File: src/rtl/regfile_wb_pkg.sv
// Shared types and constants for the 8x32 register file write-back path.
// Half-enable encodings are {high, low} lane enables.
package regfile_wb_pkg;

    localparam int ADDR_W   = 3;
    localparam int DATA_W   = 32;
    localparam int NUM_REGS = 1 << ADDR_W;

    typedef logic [ADDR_W-1:0] reg_addr_t;
    typedef logic [DATA_W-1:0] reg_data_t;

    typedef enum logic [1:0] {
        HALF_NONE = 2'b00,
        HALF_LO   = 2'b01,
        HALF_HI   = 2'b10,
        HALF_WORD = 2'b11
    } half_t;

    typedef struct packed {
        reg_addr_t wa;
        half_t     half;
    } ldq_entry_t;

    // A half-word load arrives in the low 16 bits; replicate it so it lands in whichever lane is enabled.
    function automatic reg_data_t align_load(input half_t half, input reg_data_t data);
        return (half == HALF_WORD) ? data : {2{data[DATA_W/2-1:0]}};
    endfunction

endpackage

File: src/rtl/regfile_wb_ldq.sv
// In-order queue of outstanding load destinations {wa, half}, with a
// per-register pending vector OR-reduced over the valid entries.
module regfile_wb_ldq
    import regfile_wb_pkg::*;
#(
    parameter int DEPTH = 4
) (
    input  logic                clk,
    input  logic                rst,
    input  logic                push,
    input  ldq_entry_t          push_entry,
    input  logic                pop,
    output ldq_entry_t          head,
    output logic                full,
    output logic                empty,
    output logic [NUM_REGS-1:0] pending
);

    localparam int IW = $clog2(DEPTH);
    localparam int PW = IW + 1;

    logic [PW-1:0]    wr_ptr, rd_ptr, count;
    logic [DEPTH-1:0] valid;
    ldq_entry_t       slots [DEPTH];

    function automatic logic [PW-1:0] next_ptr(input logic [PW-1:0] p);
        return (p == PW'(DEPTH - 1)) ? '0 : p + 1'b1;
    endfunction

    function automatic logic [IW-1:0] slot_idx(input logic [PW-1:0] p);
        return IW'(p % DEPTH);
    endfunction

    always_ff @(posedge clk or posedge rst) begin
        if (rst) begin
            wr_ptr <= '0;
            rd_ptr <= '0;
            count  <= '0;
            valid  <= '0;
        end else begin
            // NOTE: non-blocking assignments here so every state update sees pre-edge values regardless of statement order.
            if (push) begin
                valid[slot_idx(wr_ptr)] <= 1'b1;
                wr_ptr                  <= next_ptr(wr_ptr);
            end
            if (pop) begin
                valid[slot_idx(rd_ptr)] <= 1'b0;
                rd_ptr                  <= next_ptr(rd_ptr);
            end
            if (push && !pop)
                count <= count + 1'b1;
            else if (pop && !push)
                count <= count - 1'b1;
        end
    end

    // NOTE: slot storage has no reset; the valid bits alone decide which slots are meaningful.
    always_ff @(posedge clk) begin
        if (push)
            slots[slot_idx(wr_ptr)] <= push_entry;
    end

    assign head  = slots[slot_idx(rd_ptr)];
    assign full  = (count == PW'(DEPTH));
    assign empty = (count == '0);

    // NOTE: default first so no path through the loop leaves pending unassigned (no latch).
    always_comb begin
        pending = '0;
        for (int i = 0; i < DEPTH; i++) begin
            if (valid[i])
                pending[slots[i].wa] = 1'b1;
        end
    end

endmodule

File: src/rtl/regfile_wb.sv
// Register file write-back: arbitrates ALU results over load responses,
// drives the registered write port and flags pending-load hazards.
module regfile_wb
    import regfile_wb_pkg::*;
#(
    parameter int LDQ_DEPTH = 4
) (
    input  logic              CLK,
    input  logic              RST,
    input  logic              ALU_VALID,
    input  logic [ADDR_W-1:0] ALU_WA,
    input  logic [DATA_W-1:0] ALU_DATA,
    input  logic [1:0]        ALU_HALF,
    input  logic              LD_ISSUE,
    input  logic [ADDR_W-1:0] LD_IWA,
    input  logic [1:0]        LD_IHALF,
    input  logic              LD_RVALID,
    input  logic [DATA_W-1:0] LD_RDATA,
    output logic              LD_RREADY,
    input  logic [ADDR_W-1:0] RA0,
    input  logic [ADDR_W-1:0] RA1,
    output logic              HAZ0,
    output logic              HAZ1,
    output logic              ALU_WAW,
    output logic              LD_FULL,
    output logic              ERR,
    output logic [ADDR_W-1:0] WA,
    output logic [DATA_W-1:0] IN,
    output logic              WE_L,
    output logic              WE_H
);

    logic                rsp_accept, ldq_push, ldq_pop, ldq_full, ldq_empty, err_set;
    ldq_entry_t          head;
    logic [NUM_REGS-1:0] pending;

    assign LD_RREADY  = !ALU_VALID;
    assign rsp_accept = LD_RVALID && LD_RREADY;
    assign ldq_push   = LD_ISSUE && !ldq_full && (LD_IHALF != HALF_NONE);
    assign ldq_pop    = rsp_accept && !ldq_empty;

    // A full queue drops the issue even if a pop frees a slot in the same cycle.
    assign err_set = (LD_ISSUE && (ldq_full || LD_IHALF == HALF_NONE)) ||
                     (rsp_accept && ldq_empty);

    regfile_wb_ldq #(.DEPTH(LDQ_DEPTH)) u_ldq (
        .clk        (CLK),
        .rst        (RST),
        .push       (ldq_push),
        .push_entry ('{wa: LD_IWA, half: half_t'(LD_IHALF)}),
        .pop        (ldq_pop),
        .head       (head),
        .full       (ldq_full),
        .empty      (ldq_empty),
        .pending    (pending)
    );

    assign HAZ0    = pending[RA0];
    assign HAZ1    = pending[RA1];
    assign ALU_WAW = ALU_VALID && pending[ALU_WA];
    assign LD_FULL = ldq_full;

    always_ff @(posedge CLK or posedge RST) begin
        if (RST) begin
            WA   <= '0;
            IN   <= '0;
            WE_L <= 1'b0;
            WE_H <= 1'b0;
            ERR  <= 1'b0;
        end else begin
            if (err_set)
                ERR <= 1'b1;
            if (ALU_VALID) begin
                WA   <= ALU_WA;
                IN   <= ALU_DATA;
                WE_L <= ALU_HALF[0];
                WE_H <= ALU_HALF[1];
            end else if (ldq_pop) begin
                WA   <= head.wa;
                IN   <= align_load(head.half, LD_RDATA);
                WE_L <= head.half[0];
                WE_H <= head.half[1];
            end else begin
                WE_L <= 1'b0;
                WE_H <= 1'b0;
            end
        end
    end

endmodule

File: config.mk
export PLATFORM = sky130hd
export DESIGN_NAME = regfile_wb
export DESIGN_NICKNAME = d
export VERILOG_FILES = /design/src/rtl/regfile_wb_pkg.sv /design/src/rtl/regfile_wb_ldq.sv /design/src/rtl/regfile_wb.sv
export SDC_FILE = /design/constraint.sdc
export NUM_CORES = 1
export LEC_CHECK = 0
export BUFFER_PORTS_ARGS = -buffer_cell sky130_fd_sc_hd__buf_2
export CAP_MARGIN = 20
export CORE_UTILIZATION = 50
export DETAILED_ROUTE_END_ITERATION = 6
export HOLD_SLACK_MARGIN = 0.08
export PLACE_DENSITY_LB_ADDON = 0.25
export SLEW_MARGIN = 20
export SYNTH_ARGS = -nofsm -noshare
export SYNTH_HDL_FRONTEND = slang
export SYNTH_SLANG_ARGS = --single-unit
File: constraint.sdc
create_clock -name CLK -period 3 [get_ports CLK]
set_input_delay 0.3 -clock CLK [delete_from_list [all_inputs] [get_ports CLK]]
set_output_delay 0.3 -clock CLK [all_outputs]
set_load 0.05 [all_outputs]
==> Word level (Yosys, flattened, before mapping) <==
Memory sizes are Yosys's and may differ from the RTL's.
Cells that the tools add are included.
W data, S select, Z words.
{ "word_totals": {"regBits": 51, "ram_bits": 20, "input_bits": 85, "out_inout_bits": 43, "elab_cells": 105, "memories": 1} }
{ "op_classes": {"n_addsub": 4, "magnitude_cmp": 15, "eq_ne": 4, "muxes": 39, "bitwise_logic": 6, "reduce_logical": 27} }
{ "mem_list": {"columns": ["name", "words", "word_bits", "rd", "rd_clocked_by_memory_dff", "wr", "line_no", "source"], "rows": [
  ["u_ldq.slots", 4, 5, 5, 0, 1, "regfile_wb_ldq.sv:24", "ldq_entry_t slots [DEPTH];"]
]} }
{ "op_table": {"columns": ["operator", "n"], "rows": [
  ["$mux W32", 3],
  ["$mux W8", 4],
  ["$lt A3 B4 Y1 const B", 7],
  ["$or A8 B8 Y8", 3],
  ["$mux W3", 6],
  ["$logic_and A1 B1 Y1", 15],
  ["$mux W1", 15],
  ["$demux W1 S3", 4],
  ["$ge A3 B1 Y1 const B", 4],
  ["$add A3 B1 Y3 const B", 3],
  ["$bmux W1 S3", 3],
  ["$mux W4", 2],
  ["$eq A3 B2 Y1 const B", 2],
  ["$lt A2 B3 Y1 const B", 2],
  ["$reduce_bool A2 Y1", 3],
  ["$logic_not A1 Y1", 5],
  ["$and A4 B4 Y4", 1],
  ["$demux W1 S2", 2],
  ["$ge A2 B1 Y1 const B", 2],
  ["$not A4 Y4", 1],
  ["$or A4 B4 Y4", 1],
  ["$eq A3 B3 Y1 const B", 1],
  ["$logic_not A3 Y1", 1],
  ["$sub A3 B1 Y3 const B", 1],
  ["3 further kinds", 4]
]} }

==> Depth between registers and ports, before layout <==
Gate-level depths: netlist (run 1).
{ "logic_depth": {"word_depth": 14, "ltp_mapped": 10, "ltp_nobuf": 9} }

==> By module <==
Synthesis (run 1) repeated with hierarchy kept, for this count alone.
{ "unflattened": {"cells_unflattened": 305, "hier_area_um2": 3824.9} }
{ "by_module_without_submodules": {"columns": ["module", "n_inst", "cells_per_inst", "area_per_inst_um2", "seq_area_each_um2"], "rows": [
  ["regfile_wb", 1, 180, 2152.1, 950.9],
  ["regfile_wb_ldq", 1, 125, 1672.9, 925.9]
]} }

==> Least setup slack after synthesis (run 1) <==
No wires, ideal clock.
{ "synth_path": {"path_kind": "register -> output", "from": "memory u_ldq.slots[0][4] in the netlist's numbering", "to": "output HAZ0", "t_arrival_ns": 2.165, "t_required_ns": 2.700, "slack_ns": 0.535, "stages_incl_launch_ff": 6, "path_buffers": 0, "path_cell_list": "edfxtp_1 -> or2_2 -> o32ai_1 -> a211oi_1 -> mux4_2 -> mux2i_1"} }
{ "synth_rtl": {"columns": ["element", "line_no", "source"], "rows": [
  ["start, declared", "regfile_wb_ldq.sv:24", null],
  ["end, declared", "regfile_wb.sv:22", "output logic HAZ0,"]
]} }

==> results by stage, run 1 <==
Outcome:
- The flow ran to the end, and the final reports show no timing, DRC or antenna violations.

Finish:
- The layout filler cell count is about 530.
- The final instance area is ~0.0046 mm².
- The relative area change from synthesis to final layout is 25.5%.
- Leaving out filler cells and counting taps, the final layout contains about 550.
- Of the cells placed in the final design, the portion with a size suffix greater than 1 is a little over a third.
- Leaving out fill and tap cells, the most frequent cell in the layout is buf_2.
- The antenna diode instance count is 0.
- The net count of the finished layout is about 540.
- In the layout the commonest cells are buf_2, nand2_1, dfrtp_1, mux2i_1, a22oi_1.

Route:
- The vias per cell is approximately 5.5.
- After detailed routing, the average wire length per cell comes to between 15 and 20 µm.
- Before antenna repair, the detailed router went through 4 iterations.
- The detail route stage leaves a number of antenna-violating nets equal to 0.
- The detailed router finished its first iteration with 171 violations.
- The via count is between 2000 and 3000.
- The number of DRC violations after detailed routing is 0.
- Summed over all layers, the routed wires come to approximately 9000 µm.

Global route:
- In the global route stage, overall resource usage came out at 23.9%.
- The leftover overflow at the end of global routing is 0.
- The initial antenna violation count is 0.
- The wire length of the first global-routing pass is about 14000 µm.
- The maximum number of pins on one net before global-route repair is between 50 and 60.
- The number of global-route vias before repair is 2867.

Clock network:
- After clock tree synthesis, the clock-pin slew on the worst setup and hold paths is 80 ps.
- The maximum buffer depth of the clock tree is 2.
- The post-cts resize count is 0.
- The number of sinks driven by the clock tree is 71.
- The post-cts hold buffer count is 0.
- The cell sitting at the root of the clock tree is a clkbuf_8.
- The clock insertion delay at the later pin of the skew report is ~340 ps.
- The CTS tree is done.
- The number of setup buffers added after CTS is 0.
- The clock tree synthesis step divided the H-tree into 3 levels.
- The CTS buffer count is 9.

Synth:
- The post-synthesis average cell area is approximately 11 µm².
- Counting every net in the synthesized netlist gives about 420.
- Synthesis inferred 71 register bits.
- Summing the sequential cell areas from Yosys gives approximately 51% of the chip area.
- Counting flops with an async set or reset pin after synthesis yields a share of 71.8%.
- The area of the mapped netlist is 0.00366 mm².
- The distinct cell type count after synthesis is 46.
- The number of instances in the synthesized netlist is between 300 and 400.
- The yosys synthesis warning count is 0.
- The most used flip-flop cell after synthesis is dfrtp_1.
- Yosys mapped a number of flops with a built-in enable equal to 20.

Place:
- After detailed placement, the design holds a cell count of approximately 530.
- The HPWL after detailed placement is ~6600 µm.
- Before CTS, the worst setup slack after placement is 760 ps.
- The count of input and output buffers is between 100 and 150.
- The congestion estimate from routability-driven global placement came to ~0.96.
- After detailed placement, the total cell area comes to 0.00437 mm².

Power:
- The analysis attributes to net switching a power of roughly 1500 µW.
- For this design the static power due to leakage is around 0.0022 µW.
- The proportion of power drawn by flip-flops and latches is 37.2%.
- Dividing total power by cell area gives a power density of between 800 and 900 mW/mm².
- The share of total power dissipated in the clock network is roughly 22%.
- The combinational fraction of design power is 40.5%.
- In this run switching power makes up 40.1% of total power.
- The internal portion of the total power is between 2000 and 2500 µW.
- VDD sags by at most roughly 0.38 mV.

Floorplanning:
- The floorplan row count is 30.
- The initial cell density of the core is 52.8%.
- The area inside the core boundary is 0.00694 mm².
- The floorplan step defined a die boundary enclosing ~0.0077 mm².
- During I/O placement, the number of pins put on the boundary was ~130.
- From bottom edge to top edge, the die measures between 80 and 90 µm.
- The horizontal extent of the die is 87.6 µm.

Timing:
- After routing, the total negative slack on setup checks comes to 0 ps.
- The maximum clock rate is roughly 0.38 GHz.
- The worst setup margin is 387 ps.
- The final setup skew is about 9.5 ps.
- The final worst-path cycle share is 87.1%.
- The worst max-slew margin expressed relative to the limit is 42.2%.
- The final count of pins violating max slew is 0.
- The smallest clock period supported by the final layout is computed as ~2600 ps.
- The hold violation count in the final report is 0.
- The number of setup violations in the final report is 0.
- Setup repair after global routing left no endpoint under its margin.
- For the pin with the worst max-slew slack, the measured transition is 866 ps.

Setup path:
- The critical path endpoint category is a primary output.
- The kind of critical path is reg2out.
- The largest fanout on the critical path is 4.
- The worst setup path is launched from a flop.
- The stage delay of the slowest cell on the critical path is roughly 500 ps.
- The cell at the slowest stage of the critical path is mux4_2.
- The critical path goes through nand2b_1 > o32ai_1 > a211oi_1 > mux4_2 > mux2i_1 > buf_2.
- The critical path arrival is ~2300 ps.
- For the worst setup path, the data required time is 2700 ps.
- The path depth of the worst reg2reg path is 5.

Job:
- The number of max-cap violations is 0.

Worst hold path:
- The worst hold path belongs to the class in2async.
==> state kept, by name, summed over array words and instances, names as in the netlist <==
signal	count
u_ldq.rd_ptr	3
IN	32
WE_H	1
WA	3
ERR	1
u_ldq.wr_ptr	3
u_ldq.slots	20
WE_L	1
u_ldq.count	3
u_ldq.valid	4
==> final timing paths <==
check | from | endpoint | slack (ps)
min in group CLK | ALU_DATA[28] | IN[28] | 160
hold reg to reg | IN[2] | IN[2] | 480
setup reg to reg | u_ldq.rd_ptr[0] | IN[28] | 880
setup / recovery | u_ldq.slots[0][3] | HAZ0 | 390
max in group asynchronous | RST | WA[2] | 2370
hold / removal | RST | IN[15] | 110
==> layout make-up <==
| cell class | count | area (µm²) | area share [%] |
|---|---|---|---|
| clock buffer | 13 | 180 | 3.92 |
| timing repair buffer | 131 | 666 | 14.5 |
| sequential | 71 | 1880 | 40.8 |
| tap | 96 | 120 | 2.61 |
| clock inverter | 3 | 47.5 | 1.03 |
| inverter | 14 | 53.8 | 1.17 |
| multi-input combinational | 220 | 1660 | 36.0 |
==> worst max-delay path, delay by kind of cell, from the launching register on <==
kind,cells,cell delay (ps)
and+or+nand+nor,1,230
AOI/OAI and AO/OA,2,410
muxes,2,660
buffers and inverters,1,280
DFF,1,400
==> routing by layer <==
metal,global-route usage [%],routed length (µm),vias to the layer above
met5,0,0,-
met4,9.09,173,0
met3,4.24,567,19
met2,40.2,4280,122
met1,31.2,3760,1414
li1,-,-,1444
==> through the flow <==
stage / util [%] / total power [µW] / hold slack, ps
finish: 66.2 / 3740 / 110
global route: 66.2 / 3960 / 156
CTS: 66.2 / 3770 / 149
detailed placement: 62.9 / 2940 / 463
global placement: 62.9 / 2900 / 453
floorplan: - / 2570 / 399
==> cell usage after synthesis (3+ instances only) <==
cell type | count | share of area [%]
a22oi_1 | 21 | 4.3
nand2_1 | 59 | 6.0
nand2b_1 | 9 | 1.5
edfxtp_1 | 20 | 16
clkbuf_1 | 10 | 1.0
inv_1 | 14 | 1.4
ha_1 | 9 | 3.1
nor3b_1 | 4 | 0.82
a311oi_1 | 4 | 0.96
a2bb2oi_1 | 4 | 0.96
o21ai_0 | 15 | 2.0
mux2i_1 | 21 | 5.7
nor2_1 | 5 | 0.51
nor3_1 | 3 | 0.41
dfrtp_1 | 51 | 35
nor2b_1 | 6 | 1.0
a21o_1 | 4 | 0.82
o22ai_1 | 5 | 0.85
mux4_1 | 3 | 2.2
o32ai_1 | 3 | 0.72
a21oi_1 | 4 | 0.55
o221ai_1 | 6 | 1.4
and2_1 | 4 | 0.68
mux4_2 | 8 | 4.9
==> kinds of logic (layout without fill, tap and decap cells) <==
| kind of cell | Yosys count | in the layout | synth area share [%] |
|---|---|---|---|
| simple gates | 95 | 95 | 12.0 |
| compound gates | 79 | 79 | 15.7 |
| flops | 71 | 71 | 51.2 |
| mux | 33 | 33 | 13.1 |
| buf+inv | 29 | 161 | 3.65 |
| fa+ha+maj | 10 | 10 | 3.62 |
| xor+xnor | 3 | 3 | 0.717 |
==> power groups by stage <==
stage	sequential, µW	clock [µW]	combinational [µW]
floorplan	1690	0	885
global placement	1410	0	1490
detailed placement	1410	0	1530
CTS	1390	852	1530
global route	1420	892	1640
finish	1390	833	1520
(Power assumes the default switching activity.)
==> run 2, diff against run 1 <==
==> constraint.sdc (replaced) <==
create_clock -name CLK -period 3 [get_ports CLK]
set_input_delay 0.3 -clock CLK [delete_from_list [all_inputs] [get_ports CLK]]
set_output_delay 0.3 -clock CLK [all_outputs]
set_load 0.1 [all_outputs]
==> run 2 against run 1 <==
Against the previous run:
- design area is 0.19% higher
- routed wire length is 3.7% higher
- count of clock-buffer cells in the layout is 3 lower
- sequential share of layout area is 0.078 points lower
- non-clock buffer count is 1 higher
- final cell count is 0.18% higher
- combinational power is 30% higher
- clock power is 3.0% lower
- clock skew is 1.6 ps higher
- fmax is 6.2% lower
- via count is 0.33% higher
- critical path type unchanged
- largest power group unchanged
- highest routed layer unchanged
==> results by stage, run 2 (same netlist as run 1, synthesis figures left out) <==
Outcome:
- The flow ran to the end, and the final reports show no timing, DRC or antenna violations.

Place:
- The half-perimeter wire length after detailed placement is slightly below 7000 µm.
- The count of input and output buffers is roughly 130.
- Routability-driven placement finished with a final weighted congestion of 0.906.
- The total placed instance area is between 0.004 and 0.005 mm².

Clock network:
- The post-cts hold buffer count is 0.
- The clock reaches the later pin of the worst-skew pair after between 300 and 400 ps.
- The cell at the root of the clock tree is clkbuf_8.
- The CTS tree is done.
- The number of setup buffers added after CTS is 0.
- The depth of the CTS H-tree is 3.
- Clock-pin slew was measured on the worst setup and hold paths at 90 ps.
- The CTS buffer count is 9.
- Post-CTS repair changed the size of 0 cells.
- Clock tree synthesis found a total of 71 sinks.
- The maximum buffer depth of the clock tree is 2.

Setup path:
- Counting cells, the worst reg-to-reg path comes to 5.
- The instance count on the critical path is 6.
- The critical path goes through or2_2 > o32ai_1 > a211oi_1 > mux4_2 > mux2i_2 > buf_2.
- The critical path endpoint category is a primary output.
- The critical path is of the reg2out type.
- The largest delay contributor family on the critical path is multiplexers.
- For the worst setup path, the data arrival time is about 2500 ps.
- Along the worst path, the maximum fanout reaches 6.
- The stage delay of the slowest cell on the critical path is between 500 and 600 ps.
- The element type at the critical path start is a flop.
- The cell at the slowest stage of the critical path is mux4_2.
- The setup check on the worst reg-to-reg path leaves a slack of roughly 900 ps.
- The buffer and inverter count on the worst path is 1.
- Data on the critical path is required at its endpoint by between 2000 and 3000 ps.

Floorplanning:
- For this configuration, the core starts out at a cell density of 52.8%.
- The y dimension of the die is ~90 µm.
- Pin placement for this block handled 128 I/O pins.
- The floorplan row count is 30.
- The region available for standard cell placement spans 0.00694 mm².
- The die covers 0.00767 mm².
- The horizontal extent of the die is just under 90 µm.

Timing:
- After layout, the minimum clock period comes to about 2800 ps.
- At the pin with the least slew margin, the transition time is roughly 870 ps.
- The worst max-slew margin expressed relative to the limit is about two fifths.
- Setup violations remaining at the end of the flow were counted as 0.
- Of the available clock period, the critical path in the final layout requires 92.9%.
- After routing, the total negative slack on setup checks comes to 0 ps.
- The final count of pins violating max slew was 0.
- Static timing analysis puts the maximum clock frequency at 0.359 GHz.
- The final setup skew is between 10 and 15 ps.
- The hold violation count in the final report is 0.
- Setup repair after global routing left no endpoint under its margin.

Route:
- Once detail routing completed, the nets flagged for antenna violations numbered 0.
- The pre-antenna-repair detailed-routing pass consisted of 4 iterations.
- The final layout contains routed wiring with a total length of about 9100 µm.
- After detailed routing, the number of vias per cell comes to between 5 and 6.
- The detailed router finished its first iteration with approximately 170 violations.
- For this run, design rule violations remaining after detail routing come to 0.
- After detailed routing, the met2 layer carries approximately 4500 µm of wire.
- The routed layout has between 3000 and 4000 vias.
- The detailed-routing wirelength on met1 is between 3000 and 4000 µm.
- The detailed-route wire length per cell is between 15 and 20 µm.
- The uppermost signal routing layer after detailed routing is met4.
- The length of routed met3 wiring is 583 µm.

Power:
- For this design the ratio of total power to cell area is about 900 mW/mm².
- The completed layout was analyzed and its total power is about 4200 µW.
- The leakage power is 0.00222 µW.
- Across the VDD grid, the largest voltage drop is slightly above 0.5 mV.

Finish:
- The library cell used most frequently in the layout, excluding fill and tap cells, is buf_2.
- The repair_antennas step left the layout with diodes totalling 0.
- In the final layout, the registers with the most flip-flops are IN x32, u_ldq.slots x20, u_ldq.valid x4.
- The flip-flop count of the largest register, all copies and words added is 32.
- IN holds more flip-flops than any other register.
- The area occupied by multi-input gates is 0.00167 mm².
- The fraction of layout instances using a drive strength above 1 is between 30% and 40%.
- The top cell types in the final layout, fill and taps aside, are buf_2, nand2_1, dfrtp_1, a22oi_1, edfxtp_1.
- The layout filler cell count is between 500 and 600.
- From synthesis to final layout, the design area changed by 25.8%.
- Registers take 0.00188 mm².
- After the last flow step, the layout net total stands at 543.
- The finished cells cover between 0.004 and 0.005 mm².

Global route:
- The wire length of the first global-routing pass is 14500 µm.
- The overall fraction of global-route tracks in use is 25.2%.
- The total overflow left after global routing is 0.
- The maximum number of pins on one net before global-route repair is 52.
- The initial antenna violation count came to 0.
- The number of global-route vias before repair is just over 3000.

Job:
- Max-cap violations in this run came to 0.

Worst hold path:
- The min-delay analysis places its worst path in the category in2async.
-- run 2: cell count changes in the layout (fill, tap and decap cells not counted), moves of 2 or more --
cell and change:
clkbuf_8 -2, mux2i_1 -2, clkinv_2 +2, mux2i_2 +2
-- run 2: cell type report --
type | count | share of cell area, %
clock buffers | 10 | 3.23
clock inverters | 6 | 1.44
flip-flops and latches | 71 | 40.7
repair buffers | 132 | 14.6
well taps | 96 | 2.61
inverters | 14 | 1.17
multi-input cells | 220 | 36.2
-- run 2: layer usage --
layer	up-vias	global-route usage [%]
li1	1441	-
met1	1442	30.5
met2	107	43.7
met3	19	5.56
met4	0	11.0
met5	-	0
-- run 2: metrics by stage --
step | hold slack (ps) | setup WS (ps) | utilization, % | cells
2_1_floorplan | 399 | 281 | - | 320
3_3_place_gp | 453 | 599 | 63.2 | 533
3_5_place_dp | 462 | 587 | 63.2 | 533
4_1_cts | 155 | 213 | 66.3 | 549
5_1_grt | 157 | 70.8 | 66.4 | 549
6_report | 92.1 | 214 | 66.4 | 549
-- run 2: worst paths after layout --
check	start	end
worst max register to register	u_ldq.rd_ptr[0]	IN[26]
worst min register to register	IN[4]	IN[4]
max in group asynchronous	RST	IN[5]
worst max-delay path	u_ldq.slots[0][4]	HAZ1
min in group CLK	ALU_DATA[18]	IN[18]
worst min-delay path	RST	IN[12]
-- run 2: worst register-to-register path, stage by stage (launching register included) --
cell     delay (ps)
dfrtp_1         600
mux4_2          620
nand2_4         280
mux2i_1         270
a21oi_1          90
a21o_1          160
-- run 2: report_power, final --
group          internal (µW)  switching, µW  total (µW)
combinational            559           1430        1980
sequential              1210            180        1390
clock                    437            371         808
